File: src/rtl/lsu_pkg.sv
// Shared types and constants for the load/store unit.
// Holds the FSM state encoding, funct3 codes and request decode helpers.
package lsu_pkg;

  typedef enum logic [2:0] {
    S_IDLE,
    S_LOAD,
    S_STORE,
    S_RMW_RD,
    S_RMW_WR
  } lsu_state_e;

  localparam logic [2:0] F3_B  = 3'b000;
  localparam logic [2:0] F3_H  = 3'b001;
  localparam logic [2:0] F3_W  = 3'b010;
  localparam logic [2:0] F3_BU = 3'b100;
  localparam logic [2:0] F3_HU = 3'b101;

  // Legal funct3 codes differ between loads and stores.
  function automatic logic f3_legal(
    input logic       we,
    input logic [2:0] f3
  );
    logic ok;
    ok = 1'b0;
    unique case (1'b1)
      (f3 == F3_B),
      (f3 == F3_H),
      (f3 == F3_W):  ok = 1'b1;
      (f3 == F3_BU),
      (f3 == F3_HU): ok = !we;
      default:       ok = 1'b0;
    endcase
    return ok;
  endfunction

  // Halves need an even address, words need a 4-byte aligned one.
  function automatic logic misaligned(
    input logic [2:0] f3,
    input logic [1:0] off
  );
    logic bad;
    bad = 1'b0;
    unique case (1'b1)
      (f3 == F3_H),
      (f3 == F3_HU): bad = off[0];
      (f3 == F3_W):  bad = (off != 2'b00);
      default:       bad = 1'b0;
    endcase
    return bad;
  endfunction

endpackage

File: src/rtl/lsu_dmem_ctrl_lane_align.sv
// Byte-lane steering between 32-bit memory words and sub-word accesses.
// Extracts and extends load lanes; merges store lanes into an old word.
module lsu_lane_align
  import lsu_pkg::*;
(
  input  logic [31:0] ld_word_i,
  input  logic [1:0]  off_i,
  input  logic [2:0]  funct3_i,
  output logic [31:0] ld_data_o,
  input  logic [31:0] st_old_i,
  input  logic [31:0] st_wdata_i,
  output logic [31:0] st_word_o
);

  logic [31:0] b_sh;
  logic [31:0] h_sh;
  logic [31:0] mask;
  logic [31:0] rep;

  // Shift the addressed lane down, then sign- or zero-extend it.
  always_comb begin
    b_sh      = ld_word_i >> {off_i, 3'b000};
    h_sh      = ld_word_i >> {off_i[1], 4'b0000};
    ld_data_o = ld_word_i;
    unique case (1'b1)
      (funct3_i == F3_B):
        ld_data_o = {{24{b_sh[7]}}, b_sh[7:0]};
      (funct3_i == F3_BU):
        ld_data_o = {24'h0, b_sh[7:0]};
      (funct3_i == F3_H):
        ld_data_o = {{16{h_sh[15]}}, h_sh[15:0]};
      (funct3_i == F3_HU):
        ld_data_o = {16'h0, h_sh[15:0]};
      default:
        ld_data_o = ld_word_i;
    endcase
  end

  // Replicate store data across lanes and keep only the target lane.
  always_comb begin
    mask = 32'hFFFF_FFFF;
    rep  = st_wdata_i;
    unique case (1'b1)
      (funct3_i == F3_B): begin
        mask = 32'h0000_00FF << {off_i, 3'b000};
        rep  = {4{st_wdata_i[7:0]}};
      end
      (funct3_i == F3_H): begin
        mask = 32'h0000_FFFF << {off_i[1], 4'b0000};
        rep  = {2{st_wdata_i[15:0]}};
      end
      default: begin
        mask = 32'hFFFF_FFFF;
        rep  = st_wdata_i;
      end
    endcase
    st_word_o = (st_old_i & ~mask) | (rep & mask);
  end

endmodule

File: src/rtl/lsu_dmem_ctrl.sv
// Load/store unit: RV32I sub-word accesses over a word-wide data memory.
// Sub-word stores use read-modify-write; responses are registered.
module lsu_dmem_ctrl
  import lsu_pkg::*;
#(
  parameter int MEM_WORDS_LOG2 = 8
) (
  input  logic        clk,
  input  logic        rst_n,
  input  logic        req_valid,
  input  logic        req_we,
  input  logic [2:0]  req_funct3,
  input  logic [31:0] req_addr,
  input  logic [31:0] req_wdata,
  output logic        busy,
  output logic        resp_valid,
  output logic [31:0] resp_rdata,
  output logic        resp_err,
  output logic [31:0] mem_addr,
  output logic [31:0] mem_wdata,
  output logic        mem_read,
  output logic        mem_write,
  input  logic [31:0] mem_rdata
);

  lsu_state_e  state_q;
  logic        we_q;
  logic [2:0]  f3_q;
  logic [31:0] addr_q;
  logic [31:0] wdata_q;
  logic [31:0] old_q;
  logic        resp_valid_q;
  logic        resp_err_q;
  logic [31:0] resp_rdata_q;

  logic        req_err;
  logic        oor;
  logic        sub_word;
  logic [31:0] ld_data;
  logic [31:0] st_word;

  lsu_lane_align u_align (
    .ld_word_i  (mem_rdata),
    .off_i      (addr_q[1:0]),
    .funct3_i   (f3_q),
    .ld_data_o  (ld_data),
    .st_old_i   (old_q),
    .st_wdata_i (wdata_q),
    .st_word_o  (st_word)
  );

  // Error decode of the request being accepted this cycle.
  always_comb begin
    oor      = (req_addr >> (MEM_WORDS_LOG2 + 2)) != 32'd0;
    req_err  = oor
             || !f3_legal(req_we, req_funct3)
             || misaligned(req_funct3, req_addr[1:0]);
    sub_word = (req_funct3 != F3_W);
  end

  // Main FSM with latched request and registered response.
  always_ff @(posedge clk or negedge rst_n) begin
    if (!rst_n) begin
      state_q      <= S_IDLE;
      we_q         <= 1'b0;
      f3_q         <= 3'b000;
      addr_q       <= 32'h0;
      wdata_q      <= 32'h0;
      old_q        <= 32'h0;
      resp_valid_q <= 1'b0;
      resp_err_q   <= 1'b0;
      resp_rdata_q <= 32'h0;
    end else begin
      resp_valid_q <= 1'b0;
      resp_err_q   <= 1'b0;
      resp_rdata_q <= 32'h0;
      unique case (state_q)
        S_IDLE: begin
          if (req_valid) begin
            we_q    <= req_we;
            f3_q    <= req_funct3;
            addr_q  <= req_addr;
            wdata_q <= req_wdata;
            if (req_err) begin
              resp_valid_q <= 1'b1;
              resp_err_q   <= 1'b1;
            end else if (!req_we) begin
              state_q <= S_LOAD;
            end else if (sub_word) begin
              state_q <= S_RMW_RD;
            end else begin
              state_q <= S_STORE;
            end
          end
        end
        S_LOAD: begin
          resp_rdata_q <= ld_data;
          resp_valid_q <= 1'b1;
          state_q      <= S_IDLE;
        end
        S_STORE: begin
          resp_valid_q <= 1'b1;
          state_q      <= S_IDLE;
        end
        S_RMW_RD: begin
          old_q   <= mem_rdata;
          state_q <= S_RMW_WR;
        end
        S_RMW_WR: begin
          resp_valid_q <= 1'b1;
          state_q      <= S_IDLE;
        end
        default: state_q <= S_IDLE;
      endcase
    end
  end

  // Strobes decode straight from state so reset kills them at once.
  always_comb begin
    busy      = (state_q != S_IDLE);
    mem_read  = (state_q == S_LOAD) || (state_q == S_RMW_RD);
    mem_write = (state_q == S_STORE) || (state_q == S_RMW_WR);
    mem_addr  = {addr_q[31:2], 2'b00};
    mem_wdata = 32'h0;
    unique case (state_q)
      S_STORE:  mem_wdata = wdata_q;
      S_RMW_WR: mem_wdata = st_word;
      default:  mem_wdata = 32'h0;
    endcase
  end

  assign resp_valid = resp_valid_q;
  assign resp_err   = resp_err_q;
  assign resp_rdata = resp_rdata_q;

  logic unused_we;
  assign unused_we = we_q;

endmodule

File: config.mk
export PLATFORM = sky130hd
export DESIGN_NAME = lsu_dmem_ctrl
export DESIGN_NICKNAME = d
export VERILOG_FILES = /design/src/rtl/lsu_pkg.sv /design/src/rtl/lsu_dmem_ctrl_lane_align.sv /design/src/rtl/lsu_dmem_ctrl.sv
export SDC_FILE = /design/constraint.sdc
export NUM_CORES = 1
export LEC_CHECK = 0
export BUFFER_PORTS_ARGS = -buffer_cell sky130_fd_sc_hd__buf_2
export CORE_ASPECT_RATIO = 0.7
export CORE_MARGIN = 2
export CORE_UTILIZATION = 48
export CTS_BUF_LIST = sky130_fd_sc_hd__clkbuf_8
export CTS_CLUSTER_SIZE = 24
export DETAILED_ROUTE_END_ITERATION = 10
export HOLD_SLACK_MARGIN = 0.06
export PLACE_DENSITY = 0.85
export SYNTH_ARGS = -nofsm -noshare
export SYNTH_HDL_FRONTEND = slang
export SYNTH_SLANG_ARGS = --single-unit
File: constraint.sdc
create_clock -name clk -period 1.8 [get_ports clk]
set_input_delay 0.18 -clock clk [delete_from_list [all_inputs] [get_ports clk]]
set_output_delay 0.18 -clock clk [all_outputs]
set_load 0.05 [all_outputs]
Yosys cells after proc, flatten, opt, wreduce, memory -nomap -nowiden:

Cells that the tools add are included.

* shifts and indexed selects: 4
* bitwise operators: 4
* equal/unequal tests: 14
* mux-type cells: 16
* reduce and logical (&&, ||, !) cells: 18

Operators by type and width (number)
* case mux 32 bit (2 select lines): 3
* case mux 32 bit (4 select lines): 1
* bitwise AND 32 bit: 2
* two-way mux 32 bit: 1
* NOT 32 bit: 1
* bitwise OR 32 bit: 1
* nonzero test 32 bit: 1
* << shifter 16 x 5 -> 32 bit, first input constant: 1
* << shifter 8 x 5 -> 32 bit, first input constant: 1
* >> shifter 32 x 5 -> 16 bit: 1
* >> shifter 32 x 5 -> 8 bit: 1
* equality test 3 bit, second input constant: 5
* equality test 3 x 1 -> 1 bit, second input constant: 3
* equality test 3 x 2 -> 1 bit, second input constant: 3
* logical NOT 3 bit: 3
* two-way mux 3 bit: 2
* case mux 1 bit (2 select lines): 3
* case mux 3 bit (2 select lines): 1
* OR reduction 3 bit: 2
* logical OR 1 bit: 4
* two-way mux 1 bit: 4
* != test 2 bit, second input constant: 2
* AND reduction 2 bit: 2
* OR reduction 2 bit: 2
* 5 further kinds: 6

* logic and storage cells: 64
* bits of input ports: 103
* output and inout port bits: 101
* register bits: 136

Longest topological paths before layout:

* depth in word-level cells: 9
* mapped depth: 8
* gate-level depth less buffers: 4

Modules after synthesis:

Synthesis repeated with hierarchy kept, for this count alone.

* cells, all modules: 754
* area total of the unflattened synthesis: 6942.9 µm²

By module, submodules not included
* lsu_dmem_ctrl: cells an instance 521, times used 1, area each 5585.4 µm²
* lsu_lane_align: cells an instance 233, times used 1, area each 1357.6 µm²

Worst setup path after synthesis:

Ideal clock, no wire load.

* path kind: register -> output
* start point: register state_q[2]
* end point: output port mem_wdata[0]
* stages on the path, launching flop included: 6
* path slack: -0.836 ns
* data arrival time: 2.456 ns
* cells stage by stage: dfrtp_1 > buf_2 > nand2b_1 > a21oi_1 > a21boi_2 > a22o_1

* cells in the longest elaborated chain, start to end: 2
* elaborated cells between the ends (all ways): 3

RTL lines
* start: declaration: RTL line lsu_dmem_ctrl.sv:26 `lsu_state_e state_q;`
* start signal: assignment: RTL line lsu_dmem_ctrl.sv:64 `state_q <= S_IDLE;`
* start signal: assignment: RTL line lsu_dmem_ctrl.sv:88 `state_q <= S_LOAD;`
* start signal: assignment: RTL line lsu_dmem_ctrl.sv:90 `state_q <= S_RMW_RD;`
* equality test 3 bit or equality test 3 x 2 -> 1 bit (tied branches): RTL line lsu_dmem_ctrl.sv:125 `unique case (state_q)`
* case mux 32 bit (2 select lines) *: RTL line lsu_dmem_ctrl.sv:125
* end: declaration: RTL line lsu_dmem_ctrl.sv:20 `output logic [31:0] mem_wdata,`

Mark *: on every way between the ends. The rest lies on a longest branch, timed or not.

Worst setup path in the final report:

* start point: register f3_q[2]
* end point: output port mem_wdata[0]

* cells in the longest elaborated chain, start to end: 6
* elaborated cells between the ends (all ways): 8

RTL lines
* start: declaration: RTL line lsu_dmem_ctrl.sv:28 `logic [2:0] f3_q;`
* start signal: assignment: RTL line lsu_dmem_ctrl.sv:81 `f3_q <= req_funct3;`
* equality test 3 x 1 -> 1 bit or logical NOT 3 bit (tied branches): RTL line lsu_dmem_ctrl_lane_align.sv:48, lsu_dmem_ctrl_lane_align.sv:44
* case mux 32 bit (2 select lines) *: RTL line lsu_dmem_ctrl_lane_align.sv:43 `unique case (1'b1)`
* NOT 32 bit: RTL line lsu_dmem_ctrl_lane_align.sv:57 `st_word_o = (st_old_i & ~mask) | (rep & mask);`
* bitwise AND 32 bit: RTL line lsu_dmem_ctrl_lane_align.sv:57
* bitwise OR 32 bit *: RTL line lsu_dmem_ctrl_lane_align.sv:57
* case mux 32 bit (2 select lines) *: RTL line lsu_dmem_ctrl.sv:125

Marked as above.

==> results.sh <==
export IMPL_cp_startpoint="f3_q[2]$_DFFE_PN0P_"
export IMPL_grt_pass1_vias=6406
export IMPL_finClkSkew_ns=0.00974
export IMPL_grtUsageTotal_pct=31.7
export IMPL_max_cap_violations=0
export IMPL_preCtsSetupSlack_ns=-0.0748
export IMPL_grt_start_max_net_pins=39
export IMPL_ys_async_sr_fraction_pct=100
export IMPL_post_route_min_period_ns=2.26
export IMPL_pin_count=204
export IMPL_vias_per_cell=5.70
export IMPL_die_x_um=144
export IMPL_end_kind="output port"
export IMPL_final_max_slew_violation_count=0
export IMPL_required_ns=1.62
export IMPL_portBuffers=201
export IMPL_nFillCells=766
export IMPL_power_density_nw_per_um2=719
export IMPL_drive_gt1_share_pct=50.7
export IMPL_n_antenna_cell=0
export IMPL_rsz0062_at_grt="true"
export IMPL_clock_root_buffer="clkbuf_8"
export IMPL_wl_per_cell_um=22.1
export IMPL_gp_congestion=0.897
export IMPL_cts_buffers=17
export IMPL_htreeDepth=4
export IMPL_crit_arrival_ns=2.08
export IMPL_gr_total_overflow=0
export IMPL_setup_viol=32
export IMPL_r2r_start="f3_q[1]$_DFFE_PN0P_"
export IMPL_setup_slack_ns=-0.462
export IMPL_violations="setup timing"
export IMPL_drcViolationCount=0
export IMPL_num_vias=6298
export IMPL_syn_avg_cell_area_um2=11.1
export IMPL_layout_common_cells="buf_2 (166), dfrtp_1 (132), dlygate4sd3_1 (99)"
export IMPL_synth_top_cells_by_area="dfrtp_1 (52%), mux2_2 (13%), o21ai_0 (4.7%)"
export IMPL_coreArea_um2=13300
export IMPL_initial_utilization_pct=49.6
export IMPL_min_from="mem_rdata[15]"
export IMPL_rows=35
export IMPL_cts_clk_slew_worst_paths_ns=0.07
export IMPL_setup_tns_ns=-11.38
export IMPL_synth_edff_count=0
export IMPL_p_leak_nw=4.90
export IMPL_yosysTopAreaCellShare_pct=51.5
export IMPL_antenna_found_initial=0
export IMPL_grt_pass1_wl_um=34800
export IMPL_clockBufferDepth=2
export IMPL_clock_latency_ns=0.44
export IMPL_netlist_instances=595
export IMPL_synth_seq_area_share_pct=51.5
export IMPL_ys_types=49
export IMPL_dp_hpwl_um=14600
export IMPL_status="complete, but fails checks"
export IMPL_cts_tree="yes"
export IMPL_nets=1010
export IMPL_synth_warnings=0
export IMPL_die_y_um=102
export IMPL_fin_cells=1104
export IMPL_wl_um=24400
export IMPL_synth_seq_cells=136
export IMPL_max_freq_mhz=442
export IMPL_yosys_area_top_type="dfrtp_1"
export IMPL_hold_viol_final=0
export IMPL_netlist_area_um2=6600
export IMPL_cts_sinks=136
export IMPL_drtIter0Drc=542
export IMPL_final_common_cell="buf_2"
export IMPL_ir_drop_v=0.000584
export IMPL_ant_nets=0
export IMPL_dr_pass1_iters=5
export IMPL_hold_class="in -> reg"
export IMPL_start_kind="flop"
export IMPL_synth_ff_type="dfrtp_1"
export IMPL_worstSetupPathType="reg -> out"
export IMPL_critPathMaxFanout=8
export IMPL_finalCritPeriodShare_pct=126
export IMPL_dp_cells=960
export IMPL_p_total_w=0.00756
export IMPL_synthToLayoutAreaGrowth_pct=59.2
export IMPL_fp_dieArea_um2=14700
-- flip-flops by register name, summed over array words and instances, names as in the netlist --
register and flops:
old_q 32, resp_valid 1, resp_err 1, addr_q 32
wdata_q 32, f3_q 3, state_q 3, resp_rdata 32
-- metal layers --
| metal | track usage (%) | vias to the layer above | part of all wire (%) |
|---|---|---|---|
| li1 | - | 2698 | - |
| met1 | 41.7 | 3141 | 39 |
| met2 | 52.4 | 381 | 49 |
| met5 | 0 | - | 0 |
| met4 | 12.2 | 0 | 3.3 |
| met3 | 6.89 | 78 | 9.2 |
-- synthesized netlist by cell type (3+ instances only) --
master and n:
mux4_2 4, o22ai_1 4, nor4_1 5, o32ai_1 8
o2bb2ai_1 16, nand2_1 59, inv_1 24, nand2b_1 6
buf_4 38, o21ai_0 62, o21ba_2 5, nor2_1 27
mux2_2 77, a21oi_1 3, buf_2 17, mux2i_1 6
dfrtp_1 136, a211oi_1 12, a22o_1 10, a221o_1 3
clkbuf_1 12, a2bb2oi_1 8, and3_1 10, nor3_1 9
-- worst max-delay path: stages, from the launching register on --
cell     delay (ns)
dfrtp_1        0.42
nor2_2         0.20
buf_4          0.14
and2_4         0.16
buf_6          0.13
and2_4         0.24
a22o_1         0.19
buf_6          0.17
-- logic make-up after synthesis --
kind of cell	count (synthesis)	synth area share [%]
AOI/OAI and AO/OA	142	15.1
DFF	136	51.5
and+or+nand+nor	133	9.62
buffers and inverters	95	8.13
muxes	87	15.4
adders and majority gates	1	0.152
other	1	0.0568
-- power breakdown --
group	total [W]	switching, W	internal, W
Combinational	0.00165	0.000946	0.000702
Sequential	0.00342	0.000184	0.00323
Clock	0.00249	0.00124	0.00125
-- repair_timing --
item                                   in CTS  in global routing
endpoints found under the hold margin     248                  0
buffers inserted                            9                  5
gates resized for setup                   110                 55
pin swaps                                  21                 21
hold buffers                               99                  0
gates cloned                                2                  2
setup endpoints to repair                  34                 87
-- cell type report --
type | count | area, µm² | area share [%]
Clock buffer | 18 | 248 | 2.36
Tap cell | 185 | 231 | 2.20
Multi-Input combinational cell | 365 | 3380 | 32.1
Clock inverter | 13 | 131 | 1.25
Sequential cell | 136 | 3410 | 32.4
Timing Repair Buffer | 363 | 3020 | 28.8
Inverter | 24 | 93.8 | 0.893
-- through the flow --
| step | util (%) | hold slack [ns] | area [µm²] |
|---|---|---|---|
| 5_1_grt | 79.0 | 0.0817 | 10500 |
| 2_1_floorplan | - | -0.116 | 7050 |
| 4_1_cts | 76.9 | 0.0628 | 10200 |
| 6_report | 79.0 | 0.0939 | 10500 |
| 3_3_place_gp | 62.8 | 0.0751 | 8370 |
| 3_5_place_dp | 62.8 | 0.0751 | 8370 |
-- worst paths after layout --
check | end | slack (ns) | cells past startpoint
hold reg to reg | addr_q[5]$_DFFE_PN0P_ | 0.50 | 1
setup reg to reg | resp_rdata[10]$_DFF_PN0_ | 0.01 | 7
max in group asynchronous | resp_rdata[3]$_DFF_PN0_ | 1.02 | 3
setup / recovery | mem_wdata[0] | -0.46 | 7
hold / removal | old_q[15]$_DFFE_PN0P_ | 0.09 | 2
min in group asynchronous | addr_q[5]$_DFFE_PN0P_ | 0.19 | 2
Note: power is estimated with default switching activity, not from simulation.
